===== src/rtl/knight_pkg.sv =====
// ============================================================================
// Module   : knight_pkg
// Brief    : Shared types and key codes for the Knight motion block.
// Revision : 1.0
// ============================================================================
`default_nettype none

package knight_pkg;

    typedef enum logic [1:0] {
        ST_GROUND = 2'd0,
        ST_AIR    = 2'd1,
        ST_DASH   = 2'd2
    } state_t;

    localparam logic [7:0] c_KEY_LEFT  = 8'h04;
    localparam logic [7:0] c_KEY_RIGHT = 8'h07;
    localparam logic [7:0] c_KEY_JUMP  = 8'h1A;
    localparam logic [7:0] c_KEY_SPACE = 8'h2C;
    localparam logic [7:0] c_KEY_DASH  = 8'h0D;

    typedef logic signed [7:0]  vel_t;
    typedef logic signed [11:0] coord_t;

endpackage

`default_nettype wire


===== src/rtl/vsync_tick.sv =====
// ============================================================================
// Module   : vsync_tick
// Brief    : Synchronises vertical sync and emits a one-clock frame tick.
// Revision : 1.0
// ============================================================================
`default_nettype none

module vsync_tick (
    input  logic i_clk,
    input  logic i_rst,
    input  logic i_frame_clk,
    output logic o_tick
);

    logic r_sync1;
    logic r_sync2;
    logic r_sync3;

    always_ff @(posedge i_clk) begin
        if (i_rst) begin
            r_sync1 <= 1'b0;
            r_sync2 <= 1'b0;
            r_sync3 <= 1'b0;
        end else begin
            r_sync1 <= i_frame_clk;
            r_sync2 <= r_sync1;
            r_sync3 <= r_sync2;
        end
    end

    assign o_tick = r_sync2 & ~r_sync3;

endmodule

`default_nettype wire


===== src/rtl/knight_motion.sv =====
// ============================================================================
// Module   : knight_motion
// Brief    : Frame-rate platformer physics (walk, jump, air dash, clamping).
// Revision : 1.0
// ============================================================================
`default_nettype none

module knight_motion
    import knight_pkg::*;
#(
    parameter int SCREEN_W    = 640,
    parameter int GROUND_Y    = 400,
    parameter int SIZE_X      = 16,
    parameter int SIZE_Y      = 24,
    parameter int WALK_STEP   = 2,
    parameter int GRAVITY     = 1,
    parameter int JUMP_VEL    = 12,
    parameter int MAX_FALL    = 8,
    parameter int JUMP_CUT    = 2,
    parameter int DASH_STEP   = 6,
    parameter int DASH_FRAMES = 8,
    parameter int NKEYS       = 6
) (
    input  logic               Clk,
    input  logic               Reset,
    input  logic               frame_clk,
    input  logic [8*NKEYS-1:0] keycode,
    output logic [9:0]         PosX,
    output logic [9:0]         PosY,
    output logic [9:0]         SizeX,
    output logic [9:0]         SizeY,
    output logic               Facing,
    output logic [1:0]         State
);

    localparam int     c_DCW      = (DASH_FRAMES > 1) ? $clog2(DASH_FRAMES) : 1;
    localparam coord_t c_X_MAX    = coord_t'(SCREEN_W - SIZE_X);
    localparam coord_t c_Y_GROUND = coord_t'(GROUND_Y - SIZE_Y);
    localparam logic [9:0] c_X_HOME = 10'((SCREEN_W - SIZE_X) / 2);
    localparam vel_t   c_VY_JUMP  = vel_t'(-JUMP_VEL);
    localparam vel_t   c_VY_CUT   = vel_t'(-JUMP_CUT);
    localparam vel_t   c_VY_MAX   = vel_t'(MAX_FALL);
    localparam vel_t   c_VY_G     = vel_t'(GRAVITY);

    logic             w_tick;
    state_t           r_state, w_state_nx;
    vel_t             r_vy, w_vy_nx, w_vy_fall;
    logic [9:0]       r_pos_x, r_pos_y, w_pos_x_nx, w_pos_y_nx;
    logic             r_facing, w_facing_nx;
    logic             r_dash_avail, w_avail_nx;
    logic [c_DCW-1:0] r_dash_cnt, w_cnt_nx;
    logic             r_prev_jump, r_prev_dash;
    logic             w_left, w_right, w_jump, w_dash;
    logic             w_jump_edge, w_dash_edge;
    coord_t           w_x_cur, w_y_cur, w_x_cand, w_y_cand;

    vsync_tick u_vsync_tick (
        .i_clk       (Clk),
        .i_rst       (Reset),
        .i_frame_clk (frame_clk),
        .o_tick      (w_tick)
    );

    always_comb begin
        w_left  = 1'b0;
        w_right = 1'b0;
        w_jump  = 1'b0;
        w_dash  = 1'b0;
        for (int k = 0; k < NKEYS; k++) begin
            if (keycode[8*k +: 8] == c_KEY_LEFT)  w_left  = 1'b1;
            if (keycode[8*k +: 8] == c_KEY_RIGHT) w_right = 1'b1;
            if (keycode[8*k +: 8] == c_KEY_JUMP ||
                keycode[8*k +: 8] == c_KEY_SPACE) w_jump = 1'b1;
            if (keycode[8*k +: 8] == c_KEY_DASH)  w_dash  = 1'b1;
        end
    end

    assign w_jump_edge = w_jump & ~r_prev_jump;
    assign w_dash_edge = w_dash & ~r_prev_dash;
    assign w_x_cur     = coord_t'({2'b00, r_pos_x});
    assign w_y_cur     = coord_t'({2'b00, r_pos_y});

    always_comb begin
        w_state_nx  = r_state;
        w_vy_nx     = r_vy;
        w_facing_nx = r_facing;
        w_avail_nx  = r_dash_avail;
        w_cnt_nx    = r_dash_cnt;
        w_x_cand    = w_x_cur;
        w_y_cand    = w_y_cur;
        w_pos_x_nx  = r_pos_x;
        w_pos_y_nx  = r_pos_y;

        w_vy_fall = r_vy + c_VY_G;
        if (w_vy_fall > c_VY_MAX) w_vy_fall = c_VY_MAX;

        if (r_state != ST_DASH) begin
            if (w_left && !w_right) begin
                w_x_cand    = w_x_cur - coord_t'(WALK_STEP);
                w_facing_nx = 1'b0;
            end else if (w_right && !w_left) begin
                w_x_cand    = w_x_cur + coord_t'(WALK_STEP);
                w_facing_nx = 1'b1;
            end
        end

        case (r_state)
            ST_GROUND: begin
                if (w_dash_edge && r_dash_avail) begin
                    w_state_nx = ST_DASH;
                    w_avail_nx = 1'b0;
                    w_cnt_nx   = '0;
                end else if (w_jump_edge) begin
                    w_vy_nx    = c_VY_JUMP;
                    w_state_nx = ST_AIR;
                end
            end
            ST_AIR: begin
                w_y_cand = w_y_cur + coord_t'(r_vy);
                w_vy_nx  = w_vy_fall;
                if (!w_jump && w_vy_fall < c_VY_CUT) w_vy_nx = c_VY_CUT;
                if (w_dash_edge && r_dash_avail) begin
                    w_state_nx = ST_DASH;
                    w_avail_nx = 1'b0;
                    w_cnt_nx   = '0;
                end
                // Touching the floor overrides any dash request on the same tick
                if (w_y_cand >= c_Y_GROUND) begin
                    w_y_cand   = c_Y_GROUND;
                    w_vy_nx    = '0;
                    w_state_nx = ST_GROUND;
                    w_avail_nx = 1'b1;
                end else if (w_y_cand < coord_t'(0)) begin
                    w_y_cand = '0;
                    w_vy_nx  = '0;
                end
            end
            ST_DASH: begin
                w_x_cand = r_facing ? (w_x_cur + coord_t'(DASH_STEP))
                                    : (w_x_cur - coord_t'(DASH_STEP));
                w_vy_nx  = '0;
                w_cnt_nx = r_dash_cnt + c_DCW'(1);
                if (r_dash_cnt == c_DCW'(DASH_FRAMES - 1)) begin
                    w_cnt_nx = '0;
                    if (w_y_cur == c_Y_GROUND) begin
                        w_state_nx = ST_GROUND;
                        w_avail_nx = 1'b1;
                    end else begin
                        w_state_nx = ST_AIR;
                    end
                end
            end
            default: w_state_nx = ST_GROUND;
        endcase

        if (w_x_cand < coord_t'(0))  w_pos_x_nx = '0;
        else if (w_x_cand > c_X_MAX) w_pos_x_nx = c_X_MAX[9:0];
        else                         w_pos_x_nx = w_x_cand[9:0];
        w_pos_y_nx = w_y_cand[9:0];
    end

    always_ff @(posedge Clk) begin
        if (Reset) begin
            r_state      <= ST_GROUND;
            r_vy         <= '0;
            r_pos_x      <= c_X_HOME;
            r_pos_y      <= c_Y_GROUND[9:0];
            r_facing     <= 1'b1;
            r_dash_avail <= 1'b1;
            r_dash_cnt   <= '0;
            r_prev_jump  <= 1'b0;
            r_prev_dash  <= 1'b0;
        end else if (w_tick) begin
            r_state      <= w_state_nx;
            r_vy         <= w_vy_nx;
            r_pos_x      <= w_pos_x_nx;
            r_pos_y      <= w_pos_y_nx;
            r_facing     <= w_facing_nx;
            r_dash_avail <= w_avail_nx;
            r_dash_cnt   <= w_cnt_nx;
            r_prev_jump  <= w_jump;
            r_prev_dash  <= w_dash;
        end
    end

    assign PosX   = r_pos_x;
    assign PosY   = r_pos_y;
    assign SizeX  = 10'(SIZE_X);
    assign SizeY  = 10'(SIZE_Y);
    assign Facing = r_facing;
    assign State  = r_state;

endmodule

`default_nettype wire

===== config.mk =====
export PLATFORM = sky130hd
export DESIGN_NAME = knight_motion
export DESIGN_NICKNAME = d
export VERILOG_FILES = /design/src/rtl/knight_pkg.sv /design/src/rtl/vsync_tick.sv /design/src/rtl/knight_motion.sv
export SDC_FILE = /design/constraint.sdc
export NUM_CORES = 1
export LEC_CHECK = 0
export BUFFER_PORTS_ARGS = -buffer_cell sky130_fd_sc_hd__buf_2
export CELL_PAD_IN_SITES_DETAIL_PLACEMENT = 1
export CELL_PAD_IN_SITES_GLOBAL_PLACEMENT = 1
export CORE_MARGIN = 1
export CORE_UTILIZATION = 42
export DETAILED_ROUTE_END_ITERATION = 16
export GPL_ROUTABILITY_DRIVEN = 0
export HOLD_SLACK_MARGIN = 0.1
export PLACE_DENSITY_LB_ADDON = 0.1
export SYNTH_ARGS = -nofsm -noshare
export SYNTH_HDL_FRONTEND = slang
export SYNTH_SLANG_ARGS = --single-unit

===== constraint.sdc =====
create_clock -name Clk -period 5.3 [get_ports Clk]
set_clock_uncertainty 0.2 [all_clocks]
set_input_delay 0 -clock Clk [delete_from_list [all_inputs] [get_ports Clk]]
set_output_delay 0 -clock Clk [all_outputs]
set_load 0.03 [all_outputs]

# After elaboration in Yosys (flattened, before gate mapping)
# Cells that the tools add are included.
dict set report totals {
  word_cells 154
  input_bits 51
  output_inout_bits 43
  ff_bits 40
}
dict set report op_classes {
  eq_ne 42
  bitwise 6
  magnitude_cmp 6
  mux 57
  add_sub_neg 7
  reduce_logical 24
}
# op n
set op_table {}
lappend op_table {{8-bit by 3-bit == test with 1-bit output (second input constant)} 12}
lappend op_table {{8-bit by 4-bit == test with 1-bit output (second input constant)} 6}
lappend op_table {{8-bit by 5-bit == test with 1-bit output (second input constant)} 6}
lappend op_table {{8-bit by 6-bit == test with 1-bit output (second input constant)} 6}
lappend op_table {{12-bit 2-to-1 mux} 4}
lappend op_table {{8-bit 2-to-1 mux} 6}
lappend op_table {{10-bit 2-to-1 mux} 4}
lappend op_table {{1-bit 2-to-1 mux} 31}
lappend op_table {{12-bit by 1-bit less-than comparator with 1-bit output (second input constant)} 2}
lappend op_table {{8-bit case mux with 3 select lines} 1}
lappend op_table {{11-bit by 8-bit adder with 12-bit output} 1}
lappend op_table {{12-bit by 10-bit >= comparator with 1-bit output (second input constant)} 1}
lappend op_table {{12-bit by 11-bit greater-than comparator with 1-bit output (second input constant)} 1}
lappend op_table {{4-bit AND reduction} 3}
lappend op_table {{10-bit by 2-bit adder with 11-bit output (second input constant)} 1}
lappend op_table {{10-bit by 3-bit adder with 11-bit output (second input constant)} 1}
lappend op_table {{11-bit 2-to-1 mux} 1}
lappend op_table {{10-bit by 2-bit subtractor with 11-bit output (second input constant)} 1}
lappend op_table {{10-bit by 3-bit subtractor with 11-bit output (second input constant)} 1}
lappend op_table {{10-bit == test (second input constant)} 1}
lappend op_table {{2-bit 2-to-1 mux} 5}
lappend op_table {{2-bit != test (second input constant)} 5}
lappend op_table {{8-bit by 2-bit adder with 8-bit output (second input constant)} 1}
lappend op_table {{8-bit by 5-bit greater-than comparator with 1-bit output (second input constant)} 1}
lappend op_table {{other kinds (22)} 40}

# Depth between registers and ports, before layout
# Gate-level depths: netlist of run 1.
dict set report depth {
  word_depth 16
  ltp_mapped 15
  ltp_nobuf 15
}

# By module
# From an unflattened synthesis of run 1, not the netlist that was laid out.
dict set report unflattened {
  hier_cells 530
  hier_area_um2 4107.7
}
# mod cells_per_inst area_per_inst_um2 instances
set by_module_without_submodules {}
lappend by_module_without_submodules {knight_motion 523 4020.1 1}
lappend by_module_without_submodules {vsync_tick 7 87.6 1}

# Worst setup path before layout of run 1
# Ideal clock, no wire load.
dict set report synth_path {
  kind {input port to flip-flop}
  start {input port keycode[20]}
  end {register r_pos_x[3], in the netlist PosX[3]}
  path_stages 14
  arrival_time_ns 3.305
  path_buffers 0
  t_required_ns 4.980
  slack_ns 1.675
  setup_ns 0.120
  path_cell_list {or4b_2 nor3_1 a32oi_1 and3_1 ha_1 nand3b_1 or4_1 a32oi_1 xor2_1 o2111ai_1 a31o_2 nand2_1 o21ai_0 a211o_1}
}
dict set report synth_between {
  elab_chain_len 14
  elab_cells_between_ends 22
  cone_classes {order compare: 2; eq/ne: 2; mux: 14; reduce/logical: 4}
}
# element line_no
set synth_rtl {}
lappend synth_rtl {{from (decl)} knight_motion.sv:27} ;# input logic [8*NKEYS-1:0] keycode,
lappend synth_rtl {{8-bit by 3-bit == test with 1-bit output} knight_motion.sv:70} ;# if (keycode[8*k +: 8] == c_KEY_LEFT) w_left = 1'b1;
lappend synth_rtl {{1-bit 2-to-1 mux (4 in a row)} knight_motion.sv:70}
lappend synth_rtl {{1-bit logical NOT} knight_motion.sv:101} ;# end else if (w_right && !w_left) begin
lappend synth_rtl {{1-bit logical AND} knight_motion.sv:101}
lappend synth_rtl {{11-bit 2-to-1 mux} knight_motion.sv:101}
lappend synth_rtl {{12-bit 2-to-1 mux *} knight_motion.sv:98} ;# if (w_left && !w_right) begin
lappend synth_rtl {{12-bit 2-to-1 mux *} knight_motion.sv:97} ;# if (r_state != ST_DASH) begin
lappend synth_rtl {{12-bit 2-to-1 mux *} knight_motion.sv:107} ;# case (r_state)
lappend synth_rtl {{12-bit by 11-bit greater-than comparator with 1-bit output} knight_motion.sv:157} ;# else if (w_x_cand > c_X_MAX) w_pos_x_nx = c_X_MAX[9:0];
lappend synth_rtl {{10-bit 2-to-1 mux} knight_motion.sv:157}
lappend synth_rtl {{10-bit 2-to-1 mux *} knight_motion.sv:156} ;# if (w_x_cand < coord_t'(0)) w_pos_x_nx = '0;
lappend synth_rtl {{to (signal assigned)} knight_motion.sv:166} ;# r_pos_x <= c_X_HOME;
lappend synth_rtl {{to (signal assigned)} knight_motion.sv:176} ;# r_pos_x <= w_pos_x_nx;
lappend synth_rtl {{to (decl)} knight_motion.sv:48} ;# logic [9:0] r_pos_x, r_pos_y, w_pos_x_nx, w_pos_y_nx;
# Mark *: on every way between the ends. The rest lies on a longest branch, timed or not.
# A chain may end at the register's enable or synchronous reset.

# Worst setup path after layout of run 1
# Ends and elaborated chain as after synthesis.

==> results of run 1 <==
metrics by stage:
step	utilization, %	hold slack, ps
2_1_floorplan	-	-71.8
3_3_place_gp	47.4	22.0
3_5_place_dp	47.4	29.5
4_1_cts	48.9	109
5_1_grt	48.9	165
6_report	48.9	91.3
kinds of logic after synthesis:
family	count (synthesis)	synth area share, %
and+or+nand+nor	223	32.1
adders and majority gates	23	7.66
AOI/OAI and AO/OA	132	24.9
muxes	5	1.36
DFF	39	20.2
buffers and inverters	65	8.60
xor gates and xnor gates	22	5.00
other	2	0.195
worst min path at each step:
stage / from / end / slack [ps]
floorplan: frame_clk / u_vsync_tick.r_sync1 / -70
global placement: frame_clk / u_vsync_tick.r_sync1 / 20
detailed placement: frame_clk / u_vsync_tick.r_sync1 / 30
CTS: keycode[9] / r_prev_dash / 110
global route: keycode[37] / r_prev_dash / 170
finish: keycode[9] / r_prev_dash / 90
state kept, by name (all words and copies together), names as in the netlist, 2 cells and up:
register / flops
PosY: 10
State: 2
r_vy: 8
PosX: 9
r_dash_cnt: 3
worst max-delay path: cells and delay by family:
kind                       cells  cell delay [ps]
AOI/OAI and AO/OA              6             1280
xor gates and xnor gates       1              180
adders and majority gates      1              340
buffers and inverters          1              110
and+or+nand+nor                6             2080
report_power, final:
part | leakage, nW | switching [W] | internal [W] | total, W
clock | 0.0408 | 0.000118 | 0.0000943 | 0.000212
sequential | 0.316 | 0.00000588 | 0.000296 | 0.000302
combinational | 1.37 | 0.0000709 | 0.0000389 | 0.000110
cells in the final DEF, fill, tap and decap left out, types with 10 or more instances in the layout:
cell type / netlist / routed
nand2b_1: 11 / 11
conb_1: 2 / 21
o21ai_0: 17 / 17
nor4bb_1: 12 / 12
dfxtp_1: 39 / 39
inv_1: 20 / 20
nor3_1: 24 / 24
ha_1: 22 / 22
nand2_1: 49 / 49
a211oi_1: 13 / 13
xnor2_1: 12 / 12
nor2_1: 45 / 45
nand3_1: 12 / 12
buf_2: 4 / 72
nor4_1: 10 / 10
a21oi_1: 30 / 30
xor2_1: 10 / 10
metal layers:
| metal | track usage, % | wire [um] | vias to the layer above | part of all wire (%) |
|---|---|---|---|---|
| met5 | 0 | 0 | - | 0 |
| met4 | 5.48 | 129 | 0 | 1.1 |
| met3 | 2.93 | 540 | 12 | 4.8 |
| met2 | 39.6 | 5370 | 105 | 47 |
| met1 | 31.5 | 5320 | 1911 | 47 |
| li1 | - | - | 1978 | - |
area by class of cell:
type                       instances  area [um^2]
clock buffer                       5         68.8
clock inverter                     3         23.8
fill                            1150         4500
inverter                          20         75.1
multi-input combinational        426         2820
sequential                        39          781
tap                              108          135
timing repair buffer              77          408
timing repair:
action,in CTS,in global routing
endpoints found under the hold margin,14,0
hold buffers,4,0
setup buffers,0,0
==> results.toml, run 1 <==
[status]
status = "complete, but fails checks"
failed_checks = "DRC"

[critical_path]
path_max_fanout = 13
cpMaxStageDelayCell = "or4b_2"
max_stage_delay_ps = 680
path_cells = "buf_2 > or4b_2 > nor3_1 > a32oi_1 > and3_1 > ha_1 > nand3b_1 > or4_1 > a32oi_1 > xor2_1 > o2111ai_1 > a31o_2 > nand2_1 > o21ai_0 > a211o_1"
arrival_ps = 3990
r2r_start = "r_vy[0]"
ff2ff_path_depth = 11
cp-end-kind = "flip-flop"
cp-start-kind = "input port"
reg2reg_to = "PosY[8]"
worst_path_most_repeated_cell = "a32oi_1"
worstSetupPathType = "input port to flip-flop"
crit_path_end = "PosX[3]"
required_ps = 5280
crit_path_start = "keycode[20]"
r2r_slack_ps = 1350

[die]
fp.coreArea_um2 = 8810
rows = 34
fp.dieH_um = 97.8
fp.dieArea_um2 = 9570
die_w_um = 97.8
ios = 94
start_util_pct = 43.8

[finish]
n_antenna_cell = 0
layout-drive-gt1-share_pct = 18.6
area_delta_synth_final_pct = 11.7
fin_area_um2 = 4310
fin_nets = 643
finalNonFillerCells = 678

[grt]
grt_overflow = 0
antenna_found_initial = 0
grt_max_degree = 38
grt_pass1_vias = 3873
grt_pass1_wl_um = 18600
grt_use_total_pct = 23.4

[synthesis]
yosysMostFrequentCell = "nand2_1"
ys_seq_area_share_pct = 20.2
ys_seq_elements = 39
synthTopCellsByArea = "dfxtp_1, ha_1, nand2_1, nor2_1, buf_4"
yosys.area.top_type_share_pct = 20.2
yosysUniqueCellTypes = 75
syn_inst = 511
synth_area_leader_cell = "dfxtp_1"
synth_edf_count = 0
synth-main-ff-cell = "dfxtp_1"
synthesis.area_um2 = 3860
synth_common_cells = "nand2_1, nor2_1, dfxtp_1, a21oi_1, nor3_1"
synthArstFlopShare_pct = 0
yosysWarningCount = 0
syn_avg_cell_area_um2 = 7.55

[timing]
fin_setup_tns_ps = 0
rsz0062_at_grt = "no"
setup_violations = 0
tightest_slew_ps = 956
slew_headroom_pct = 36.1
fmax_mhz = 249
postLayoutSetupSlackWorst_ps = 1290
period_share_pct = 75.7
hold_violations = 0
period_minus_slack_ps = 4010
drv_slew = 0

[flow_run]
maxCapViolCount = 0

[place]
post-place-cells = 666
hpwl_um = 8980
portBuffers = 72
place_ws_ps = 1030
dpl_cell_area_um2 = 4170

[clock_network]
clock_sinks = 39
h-tree-depth = 2
cts_tree = "yes"
cts_buffers = 5
clockBufferDepth = 2
insertion_delay_ps = 290
clkTransAtPathRegs_ps = 90
cts_root_buf = "clkbuf_8"
cts.repair.resized = 0

[routing]
drc_errors = 6
ant_nets = 0
dr.first_iter.drc_count = 160
routed_wl_um = 11400
drt-vias-per-instance = 5.91
firstDrtPassIters = 10
num_vias = 4006
routedWlPerCell_um = 16.8

[hold_path]
hold_class = "input port to flip-flop"
min_path_cells = 6

[pwr]
max-vdd-ir-drop_mv = 0.112
power_density_nw_per_um2 = 145
finalPower_w = 0.000624
p_leak_nw = 1.73
(Power assumes the default switching activity.)
==> run 2: changes to the inputs <==
--- a/config.mk
+++ b/config.mk
@@ -5,11 +5,12 @@
 export SDC_FILE = /design/constraint.sdc
 export NUM_CORES = 1
 export LEC_CHECK = 0
+export ABC_AREA = 1
 export BUFFER_PORTS_ARGS = -buffer_cell sky130_fd_sc_hd__buf_2
 export CELL_PAD_IN_SITES_DETAIL_PLACEMENT = 1
 export CELL_PAD_IN_SITES_GLOBAL_PLACEMENT = 1
 export CORE_MARGIN = 1
-export CORE_UTILIZATION = 42
+export CORE_UTILIZATION = 37
 export DETAILED_ROUTE_END_ITERATION = 16
 export GPL_ROUTABILITY_DRIVEN = 0
 export HOLD_SLACK_MARGIN = 0.1
==> constraint.sdc (replaced) <==
create_clock -name Clk -period 4.1 [get_ports Clk]
set_clock_uncertainty 0.2 [all_clocks]
set_input_delay 0 -clock Clk [delete_from_list [all_inputs] [get_ports Clk]]
set_output_delay 0 -clock Clk [all_outputs]
set_load 0.03 [all_outputs]
==> run 2 against run 1 <==
Net effect:
- synthesized cell count is 32% higher
- global-route usage down 1.1 points
- clock power up 22%
- critical endpoint is now r_vy[1]
- setup slack got worse by 400 ps
- critical path depth up 2
- total power rose by 30%
- final cell count is 31% higher
- sequential share of layout area shrank 1.1 points
- die area increased by 18%
- utilization shrank 5.2 points
- the flow now finishes without violations
==> results.toml, run 2 <==
[clock_network]
post_cts_buffers = 0
clock_sinks = 39
cts_tree = "yes"
ctsHoldBuffers = 9
h-tree-depth = 2
insertion_delay_ps = 290
cts_root_buf = "clkbuf_8"
clockBufferDepth = 2
clkTransAtPathRegs_ps = 80
cts.repair.resized = 0
cts_buffers = 5

[finish]
fin_nets = 824
layout_commonest_cell = "nand2_1"
final_util_pct = 43.7
layout-drive-gt1-share_pct = 14.6
fill_cells = 1491
multi_input_area_um2 = 2710
most-common-layout-cells = "nand2_1, inv_1, buf_2"
n_antenna_cell = 0
area_delta_synth_final_pct = 13.4
seqCellArea_um2 = 781
largest_reg_flops = 10

[grt]
grt_use_total_pct = 22.3
grt_max_degree = 28
grt_pass1_vias = 4460
grt_overflow = 0
grt_pass1_wl_um = 20500
antenna_found_initial = 0

[critical_path]
path_max_fanout = 7
arrival_ps = 3230
required_ps = 4120
reg2reg_to = "r_vy[1]"
r2r_start = "r_vy[0]"
ff2ff_path_depth = 16
cp-end-kind = "flip-flop"
cp-start-kind = "input port"
worstSetupPathType = "input port to flip-flop"
r2r_slack_ps = 1270

[die]
fp.dieH_um = 106
die_w_um = 106
fp.coreArea_um2 = 10500
fp.dieArea_um2 = 11300
start_util_pct = 38.6
rows = 37
ios = 94

[pwr]
max-vdd-ir-drop_mv = 0.122
p_leak_nw = 2.29
power_density_nw_per_um2 = 177

[synthesis]
synth-compound-area-share_pct = 13.6
synth_top_family_by_area = "simple AND/OR/NAND/NOR gates"
synth_xor_area_share_pct = 2.39
yosysUniqueCellTypes = 48
yosys.area.top_type_share_pct = 19.3
synthTopCellsByArea = "dfxtp_1, nand2_1, inv_1, ha_1, nand3_1"
synthArstFlopShare_pct = 0
synth_edf_count = 0
syn_inst = 674
yosysWarningCount = 0
yosysMostFrequentCell = "nand2_1"
synthSimpleGateAreaFrac_pct = 41.9
synth-main-ff-cell = "dfxtp_1"
synth_area_leader_cell = "dfxtp_1"
ys_seq_area_share_pct = 19.3
synth_mux_area_share_pct = 0
syn_avg_cell_area_um2 = 5.99
synthAdderAreaFrac_pct = 7.32
ys_seq_elements = 39
synth_common_cells = "nand2_1, inv_1, nor2_1, nand3_1, a21oi_1"
synthesis.area_um2 = 4040

[timing]
tightest_slew_ps = 783
period_minus_slack_ps = 3210
period_share_pct = 78.4
slew_headroom_pct = 47.6
fin_setup_tns_ps = 0
setup_violations = 0
postLayoutSetupSlackWorst_ps = 888
drv_slew = 0
rsz0062_at_grt = "no"
hold_violations = 0
fmax_mhz = 311

[place]
place_ws_ps = 1140
hpwl_um = 10000
portBuffers = 72

[routing]
met3_length_um = 308
firstDrtPassIters = 5
routed_wl_um = 12000
dr.first_iter.drc_count = 174
routedWlPerCell_um = 13.6
drt-met1-wl_um = 5920
drc_errors = 0
drt-vias-per-instance = 5.04
dr.max_layer_used = "met4"
ant_nets = 0
route.met2.wl_um = 5760
num_vias = 4467

[status]
status = "finished, final reports clean"

[hold_path]
hold_end = "r_prev_dash"
hold_start = "keycode[1]"
min_path_cells = 8
hold_class = "input port to flip-flop"

[flow_run]
maxCapViolCount = 0
run 2: cell count changes in the layout (fill, tap and decap cells not counted), sizes merged, moves of 8 or more:
cell	previous run	this run
or3	8	0
nor4bb	12	0
nand2b	11	0
xnor2	12	2
nand4	5	23
inv	21	101
o21ai	17	27
nand2	51	187
nand3	12	57
nor2	45	71
a211oi	13	1
a21oi	32	44
run 2: per-stage QoR:
| step | hold WS, ps | area [um^2] | instances | power [W] |
|---|---|---|---|---|
| 2_1_floorplan | -93.0 | 4110 | 693 | 0.000516 |
| 3_3_place_gp | 13.5 | 4400 | 870 | 0.000547 |
| 6_report | 99.7 | 4580 | 887 | 0.000808 |
| 3_5_place_dp | 13.5 | 4400 | 870 | 0.000552 |
| 4_1_cts | 106 | 4580 | 887 | 0.000814 |
| 5_1_grt | 146 | 4580 | 887 | 0.000856 |
run 2: final cells by class:
class                   count  share of cell area (%)
clock inverters             3                   0.328
inverters                 101                    8.28
well taps                 136                    3.72
multi-input cells         522                    59.3
clock buffers               5                    1.50
flip-flops and latches     39                    17.1
repair buffers             81                    9.84
run 2: routing by layer:
metal  global-route usage (%)  vias to the layer above
met2                     39.8                       72
met3                     2.02                        4
met1                     29.4                     2082
met5                        0                        -
li1                         -                     2309
met4                     3.52                        0
run 2: worst max path at each step:
stage                            from  endpoint  slack [ps]  cells after the start
final                     keycode[38]   r_vy[1]         890                     17
after global routing      keycode[38]   r_vy[1]         610                     17
after CTS                 keycode[38]   r_vy[6]         880                     16
after detailed placement  keycode[39]   PosX[5]        1140                     24
after global placement    keycode[18]   PosX[5]        1260                     25
after floorplan               PosY[0]   r_vy[7]        1550                     15
run 2: critical path, stage by stage:
cell and delay [ps]:
dlygate4sd3_1 540, buf_2 120, nor2_1 140, dlygate4sd3_1 570
nand3_1 50, o21ai_0 160, dlygate4sd3_1 560, nor2_1 60
nand2_1 90, nand2_1 80, nand2_1 80, nand2_1 60
nor2_2 280, nand2_1 110, nor2_2 140, nand2_1 70
a21oi_1 120
run 2: cell families after synthesis:
logic type	count (synthesis)
flip-flops	39
other	2
XOR/XNOR	11
AND/OR/NAND/NOR	374
AO/OA/AOI/OAI	93
adder cells (fa/ha/maj)	23
buffers and inverters	132
run 2: power breakdown:
part           internal [W]  switching, W
registers          0.000384    0.00000835
clock network      0.000117      0.000143
logic             0.0000500      0.000107
